File: src/rtl/dot_pkg.sv
// rtl/dot_pkg.sv - shared state encoding, drive constants and row decode for the dot scan arbiter
package dot_pkg;

  typedef enum logic [1:0] {
    ST_IDLE    = 2'd0,
    ST_FETCH   = 2'd1,
    ST_BLANKFR = 2'd2
  } dot_state_e;

  localparam logic [7:0]  ROW_OFF   = 8'hFF;
  localparam logic [15:0] COL_BLANK = 16'h0000;

  // Active-low one-hot select; row 0 drives the top line on bit 7.
  function automatic logic [7:0] row_select(input logic [2:0] row);
    return ~(8'h80 >> row);
  endfunction

endpackage

File: src/rtl/fetch_timer.sv
// rtl/fetch_timer.sv - counts cycles a row fetch has been outstanding
module fetch_timer #(
  parameter int TIMEOUT = 8
) (
  input  logic clk_i,
  input  logic rst_i,
  input  logic load_i,
  input  logic en_i,
  output logic expire_o
);

  localparam logic [7:0] LIMIT = 8'(TIMEOUT);

  logic [7:0] cnt_q;
  logic [7:0] cnt_d;

  // The load coincides with rd_req rising, so the first request cycle reads 1.
  always_comb begin
    cnt_d = cnt_q;
    if (load_i) begin
      cnt_d = 8'd1;
    end else if (en_i && (cnt_q != LIMIT)) begin
      cnt_d = cnt_q + 8'd1;
    end
  end

  always_ff @(posedge clk_i) begin
    if (rst_i) begin
      cnt_q <= '0;
    end else begin
      cnt_q <= cnt_d;
    end
  end

  assign expire_o = en_i && (cnt_q == LIMIT);

endmodule

File: src/rtl/dot_scan_arbiter.sv
// rtl/dot_scan_arbiter.sv - scans an 8-row dot matrix, fetching each row from one of two clients
module dot_scan_arbiter
  import dot_pkg::*;
#(
  parameter int TIMEOUT         = 8,
  parameter int BLANK_ON_SWITCH = 1
) (
  input  logic        clk_i,
  input  logic        rst_i,
  input  logic        tick_i,
  input  logic        sel_i,
  output logic        rd_req0_o,
  output logic        rd_req1_o,
  output logic [2:0]  rd_row_o,
  input  logic        rd_ack0_i,
  input  logic        rd_ack1_i,
  input  logic [15:0] rd_data0_i,
  input  logic [15:0] rd_data1_i,
  output logic [7:0]  dot_row_o,
  output logic [15:0] dot_col_o,
  output logic        owner_o,
  output logic        frame_start_o,
  output logic        err_overrun_o,
  output logic        err_timeout_o
);

  localparam logic BLANK_EN = (BLANK_ON_SWITCH != 0);

  dot_state_e  state_q, state_d;
  logic [2:0]  row_q, row_d;
  logic        owner_q, owner_d;
  logic        first_q, first_d;
  logic        blank_q, blank_d;
  logic [7:0]  dot_row_q, dot_row_d;
  logic [15:0] dot_col_q, dot_col_d;
  logic        frame_start_q, frame_start_d;
  logic        err_overrun_q, err_overrun_d;
  logic        err_timeout_q, err_timeout_d;

  logic        timer_load;
  logic        timer_en;
  logic        timer_expire;
  logic        blank_now;
  logic        ack_own;
  logic [15:0] data_own;

  fetch_timer #(
    .TIMEOUT (TIMEOUT)
  ) u_fetch_timer (
    .clk_i    (clk_i),
    .rst_i    (rst_i),
    .load_i   (timer_load),
    .en_i     (timer_en),
    .expire_o (timer_expire)
  );

  assign ack_own  = owner_q ? rd_ack1_i  : rd_ack0_i;
  assign data_own = owner_q ? rd_data1_i : rd_data0_i;

  always_comb begin
    state_d       = state_q;
    row_d         = row_q;
    owner_d       = owner_q;
    first_d       = first_q;
    blank_d       = blank_q;
    dot_row_d     = dot_row_q;
    dot_col_d     = dot_col_q;
    frame_start_d = 1'b0;
    err_overrun_d = 1'b0;
    err_timeout_d = 1'b0;
    timer_load    = 1'b0;
    timer_en      = 1'b0;
    blank_now     = blank_q;

    case (state_q)
      ST_IDLE: begin
        if (tick_i) begin
          // Ownership and the blanking decision are only revisited at a frame boundary.
          if (row_q == 3'd0) begin
            blank_now     = BLANK_EN && !first_q && (sel_i != owner_q);
            blank_d       = blank_now;
            owner_d       = sel_i;
            first_d       = 1'b0;
            frame_start_d = 1'b1;
          end
          dot_row_d = ROW_OFF;
          if (blank_now) begin
            dot_col_d = COL_BLANK;
            state_d   = ST_BLANKFR;
          end else begin
            timer_load = 1'b1;
            state_d    = ST_FETCH;
          end
        end
      end
      ST_FETCH: begin
        timer_en      = 1'b1;
        err_overrun_d = tick_i;
        if (ack_own) begin
          dot_row_d = row_select(row_q);
          dot_col_d = data_own;
          row_d     = row_q + 3'd1;
          state_d   = ST_IDLE;
        end else if (timer_expire) begin
          dot_row_d     = row_select(row_q);
          dot_col_d     = COL_BLANK;
          err_timeout_d = 1'b1;
          row_d         = row_q + 3'd1;
          state_d       = ST_IDLE;
        end
      end
      ST_BLANKFR: begin
        err_overrun_d = tick_i;
        row_d         = row_q + 3'd1;
        state_d       = ST_IDLE;
      end
      default: begin
        state_d = ST_IDLE;
      end
    endcase
  end

  always_ff @(posedge clk_i) begin
    if (rst_i) begin
      state_q       <= ST_IDLE;
      row_q         <= 3'd0;
      owner_q       <= 1'b0;
      first_q       <= 1'b1;
      blank_q       <= 1'b0;
      dot_row_q     <= ROW_OFF;
      dot_col_q     <= COL_BLANK;
      frame_start_q <= 1'b0;
      err_overrun_q <= 1'b0;
      err_timeout_q <= 1'b0;
    end else begin
      state_q       <= state_d;
      row_q         <= row_d;
      owner_q       <= owner_d;
      first_q       <= first_d;
      blank_q       <= blank_d;
      dot_row_q     <= dot_row_d;
      dot_col_q     <= dot_col_d;
      frame_start_q <= frame_start_d;
      err_overrun_q <= err_overrun_d;
      err_timeout_q <= err_timeout_d;
    end
  end

  assign rd_req0_o     = (state_q == ST_FETCH) && !owner_q;
  assign rd_req1_o     = (state_q == ST_FETCH) && owner_q;
  assign rd_row_o      = row_q;
  assign dot_row_o     = dot_row_q;
  assign dot_col_o     = dot_col_q;
  assign owner_o       = owner_q;
  assign frame_start_o = frame_start_q;
  assign err_overrun_o = err_overrun_q;
  assign err_timeout_o = err_timeout_q;

endmodule

File: config.mk
export PLATFORM = sky130hd
export DESIGN_NAME = dot_scan_arbiter
export DESIGN_NICKNAME = d
export VERILOG_FILES = /design/src/rtl/dot_pkg.sv /design/src/rtl/fetch_timer.sv /design/src/rtl/dot_scan_arbiter.sv
export SDC_FILE = /design/constraint.sdc
export NUM_CORES = 1
export LEC_CHECK = 0
export BUFFER_PORTS_ARGS = -buffer_cell sky130_fd_sc_hd__buf_2
export CAP_MARGIN = 20
export CORE_MARGIN = 5
export CORE_UTILIZATION = 50
export CTS_CLUSTER_DIAMETER = 40
export DETAILED_ROUTE_END_ITERATION = 6
export GPL_TIMING_DRIVEN = 1
export MAX_ROUTING_LAYER = met4
export PLACE_DENSITY = 0.79
export SYNTH_ARGS = -nofsm -noshare
export SYNTH_HDL_FRONTEND = slang
export SYNTH_SLANG_ARGS = --single-unit
File: constraint.sdc
create_clock -name clk_i -period 2.35 [get_ports clk_i]
set_input_delay 0.1175 -clock clk_i [delete_from_list [all_inputs] [get_ports clk_i]]
set_output_delay 0.1175 -clock clk_i [all_outputs]
set_load 0.1 [all_outputs]
==> metrics.md <==
| Metric | Value |
|---|---|
| Status | finished clean |
| Row cnt | 23 |
| TritonCTS clock tree | built |
| CP Buf/Inv Count | 2 |
| Crit. End Element | register |
| H-tree levels | 2 |
| CP max stage delay | roughly 0.48 ns |
| Asr flop ratio synth | 0% |
| # resized after CTS | 0 |
| Slew margin rel. | between 50% and 60% |
| Cell breakdown of the critical path | inv_1 > ha_1 > or4b_4 > o211a_4 > a211oi_4 > buf_4 > o32ai_1 |
| Final Max Tran Viols | 0 |
| R2R Path End | dot_col_o[5]$_SDFFE_PP0P_ |
| Cell with the most instances after synthesis | dfxtp_1 |
| Top post-synthesis cells by area | dfxtp_1, mux2i_1, o32ai_1, ha_1, inv_1 |
| Remaining DRCs | 0 |
| Main combinational cell family by area after synthesis | compound AO/OA/AOI/OAI gates |
| Clock power share | 28.2% |
| CTS Sinks | 43 |
| Die H | around 75 um |
| Hold Buf Count CTS | 0 |
| Initial antenna violation count | 0 |
| IO Pins | a little over 70 |
| Internal power | 1.32 mW |
| Peak supply drop | 0.378 mV |
| Post-synthesis cell count | 224 |
| GP Congestion | 0.783 |
| First-pass GRT wire length | ~8000 um |
| Die Width | between 70 and 80 um |
| Post-synth top area share | between 40 and 50% |
| Power density over the cells | slightly below 800 nW/um^2 |
| Part of the power in registers | between 30% and 40% |
| CTS Buf Count | 5 |
| Primary FF master, synth | dfxtp_1 |
| Skew-Pair Late Insertion Delay | about 0.29 ns |
| # setup viols final | 0 |
| Total gr overflow | 0 |
| Final Total Pwr | between 2 and 2.5 mW |
| P_leak | between 1 and 1.5 nW |
| XOR/XNOR share of the synthesized area | roughly 3% |
| Switch share | roughly 37% |
| Post-synth top area cell | dfxtp_1 |
| Max-cap violations | 0 |
| Post-synth cell types | between 40 and 50 |
| Synthesized area | roughly 2100 um^2 |
| Initial DRC Count | 94 |
| Compound-Gate Fraction of Synth Area | around 18% |
| Share of cells above drive strength 1 | about a third |
| Number of fill cells in the layout | 337 |
| Seq/Total Area, Yosys | between 40% and 50% |
| Synth top cells by count | dfxtp_1, inv_1, mux2i_1 |
| Gr usage total | between 10% and 20% |
| FF-to-FF Start | u_fetch_timer.cnt_q[0]$_SDFFE_PP0P_ |
| Drt first pass iters | 4 |
| CP delay by family, top | compound AO/OA/AOI/OAI gates |
| Period utilization | 87.6% |
| Design area | around 2600 um^2 |
| Post-DP Area | 2510 um^2 |
| Post-DRT Antenna Nets | 0 |
| Via count | around 1,800 |
| Synthesized flop and latch total | 43 |
| Worst Tran Pin Value | 0.625 ns |
| DP HPWL | approximately 3500 um |
| Vias in the first global route | around 1,800 |
| P_sw | 0.760 mW |
| Tmin final | 2.06 ns |
| WL/cell | 13.5 um |
| Final net count | approximately 340 |
| Final Hold Fails | 0 |
| Synth Area in Simple Gates | 15.1% |
| Max Fanout on Critical Path | 16 |
| CTS clock-pin slew for the worst setup and hold paths | 0.08 ns |
| Antenna cells | 0 |
| Worst Setup SP | u_fetch_timer.cnt_q[0]$_SDFFE_PP0P_ |
| Setup repair bufs after CTS | 0 |
| Starting Density | about 52% |
| Clock buffer depth | 2 |
| Syn_nets | 272 |
| CP Launch Type | register |
| Crit path to | dot_col_o[5]$_SDFFE_PP0P_ |
| EDFF count, synth | 0 |
| Vias per std cell | approximately 5.3 |
| Skew final | approximately 0.0055 ns |
| Adder-cell share of the synthesized area | ~6.0% |
| Core area | between 4000 and 5000 um^2 |
| Mux cell area share after synthesis | 10.5% |
| Die ar. | between 5000 and 6000 um^2 |
| Crit. path cell count | 7 |
| Crit path arrival time | about 2.2 ns |
| Yosys warns | 0 |
| P&R area growth vs syn | 24.9% |
| R2r setup slk | roughly 0.29 ns |
| Fmax | between 0.4 and 0.5 GHz |
| RSZ-0062 raised after global routing | false |
| Syn_area_per_cell | ~9.4 um^2 |
| R2R depth | 7 |
| Critical path's slowest cell | or4b_4 |
| Critical path class | reg2reg |
| Largest net degree at the start of global routing | about 40 |
| WP data required | about 2.5 ns |
| DRT Wirelength | around 4700 um |
| Logic pwr share | around 33% |
| Worst min path class | in2reg |
| I/O Buffers | 70 |
| CTS Root Cell | clkbuf_8 |
-- registers in the layout (all words and copies together), names as in the netlist --
name                 flops
dot_col_o               16
dot_row_o                8
u_fetch_timer.cnt_q      8
rd_row_o                 3
state_q                  2
blank_q                  1
err_overrun_o            1
err_timeout_o            1
first_q                  1
frame_start_o            1
owner_o                  1
-- final cells by class --
| cell class | instances | area (um^2) | share of cell area (%) |
|---|---|---|---|
| flip-flops and latches | 43 | 865 | 32.9 |
| repair buffers | 76 | 395 | 15.1 |
| multi-input cells | 144 | 1100 | 41.7 |
| clock buffers | 6 | 82.6 | 3.14 |
| inverters | 24 | 90.1 | 3.43 |
| well taps | 50 | 62.6 | 2.38 |
| clock inverters | 2 | 35.0 | 1.33 |
-- power by group through the flow --
stage / registers (mW) / logic (mW) / clock network, mW
2_1_floorplan: 1.01 / 0.363 / 0
3_3_place_gp: 0.828 / 0.675 / 0
3_5_place_dp: 0.830 / 0.682 / 0
4_1_cts: 0.814 / 0.684 / 0.603
5_1_grt: 0.820 / 0.734 / 0.637
6_report: 0.814 / 0.682 / 0.586
-- worst min-delay path by stage --
stage                                 endpoint      startpoint  cells after the start  slack [ns]
floorplan                 owner_o$_SDFFE_PP0P_           sel_i                      2        0.26
global placement    dot_col_o[14]$_SDFFE_PP0P_  rd_data0_i[14]                      3        0.38
detailed placement  dot_col_o[14]$_SDFFE_PP0P_  rd_data0_i[14]                      3        0.40
CTS                 dot_col_o[14]$_SDFFE_PP0P_  rd_data0_i[14]                      3        0.09
global route         dot_col_o[2]$_SDFFE_PP0P_   rd_data1_i[2]                      3        0.11
finish              dot_col_o[15]$_SDFFE_PP0P_  rd_data0_i[15]                      3        0.09
-- worst reg2reg max path: cells and delay by family, from the launching register on --
family / cells / cell delay [ns]
adders and majority gates: 1 / 0.14
buffers and inverters: 2 / 0.33
AOI/OAI and AO/OA: 3 / 0.64
DFF: 1 / 0.33
and+or+nand+nor: 1 / 0.48
-- cell families (layout without fill, tap and decap cells) --
family / count (synthesis) / count (layout)
adders and majority gates: 10 / 10
buffers and inverters: 37 / 108
DFF: 43 / 43
xor gates and xnor gates: 7 / 7
AOI/OAI and AO/OA: 47 / 47
and+or+nand+nor: 58 / 58
muxes: 22 / 22
-- cell usage in the layout (no fill, tap or decap), drive strengths merged, types with 3 or more instances in the layout --
cell	instances
xnor2	3
nor3	3
o21ai	4
a21oi	11
nand3	8
dfxtp	43
nor2	19
ha	10
o21bai	3
mux2i	22
clkbuf	6
nand2	5
buf	76
a21o	3
xor2	4
o32ai	16
inv	24
nand4	5
-- routing by layer --
| layer | up-vias | track usage [%] | routed length [um] |
|---|---|---|---|
| met2 | 59 | 31.2 | 2210 |
| met4 | 0 | 7.71 | 61 |
| li1 | 937 | - | - |
| met5 | - | - | 0 |
| met3 | 6 | 3.74 | 298 |
| met1 | 813 | 22.6 | 2090 |
-- stage by stage --
step	setup TNS, ns	hold WS [ns]	util (%)	std cells	worst slack [ns]
final	0	0.0922	65.2	345	0.290
after CTS	0	0.0876	65.2	345	0.289
after floorplan	-0.157	0.261	-	224	-0.157
after global placement	0	0.384	62.3	337	0.365
after global routing	0	0.111	65.2	345	0.165
after detailed placement	0	0.396	62.3	337	0.305
Note: power is estimated with default switching activity, not from simulation.
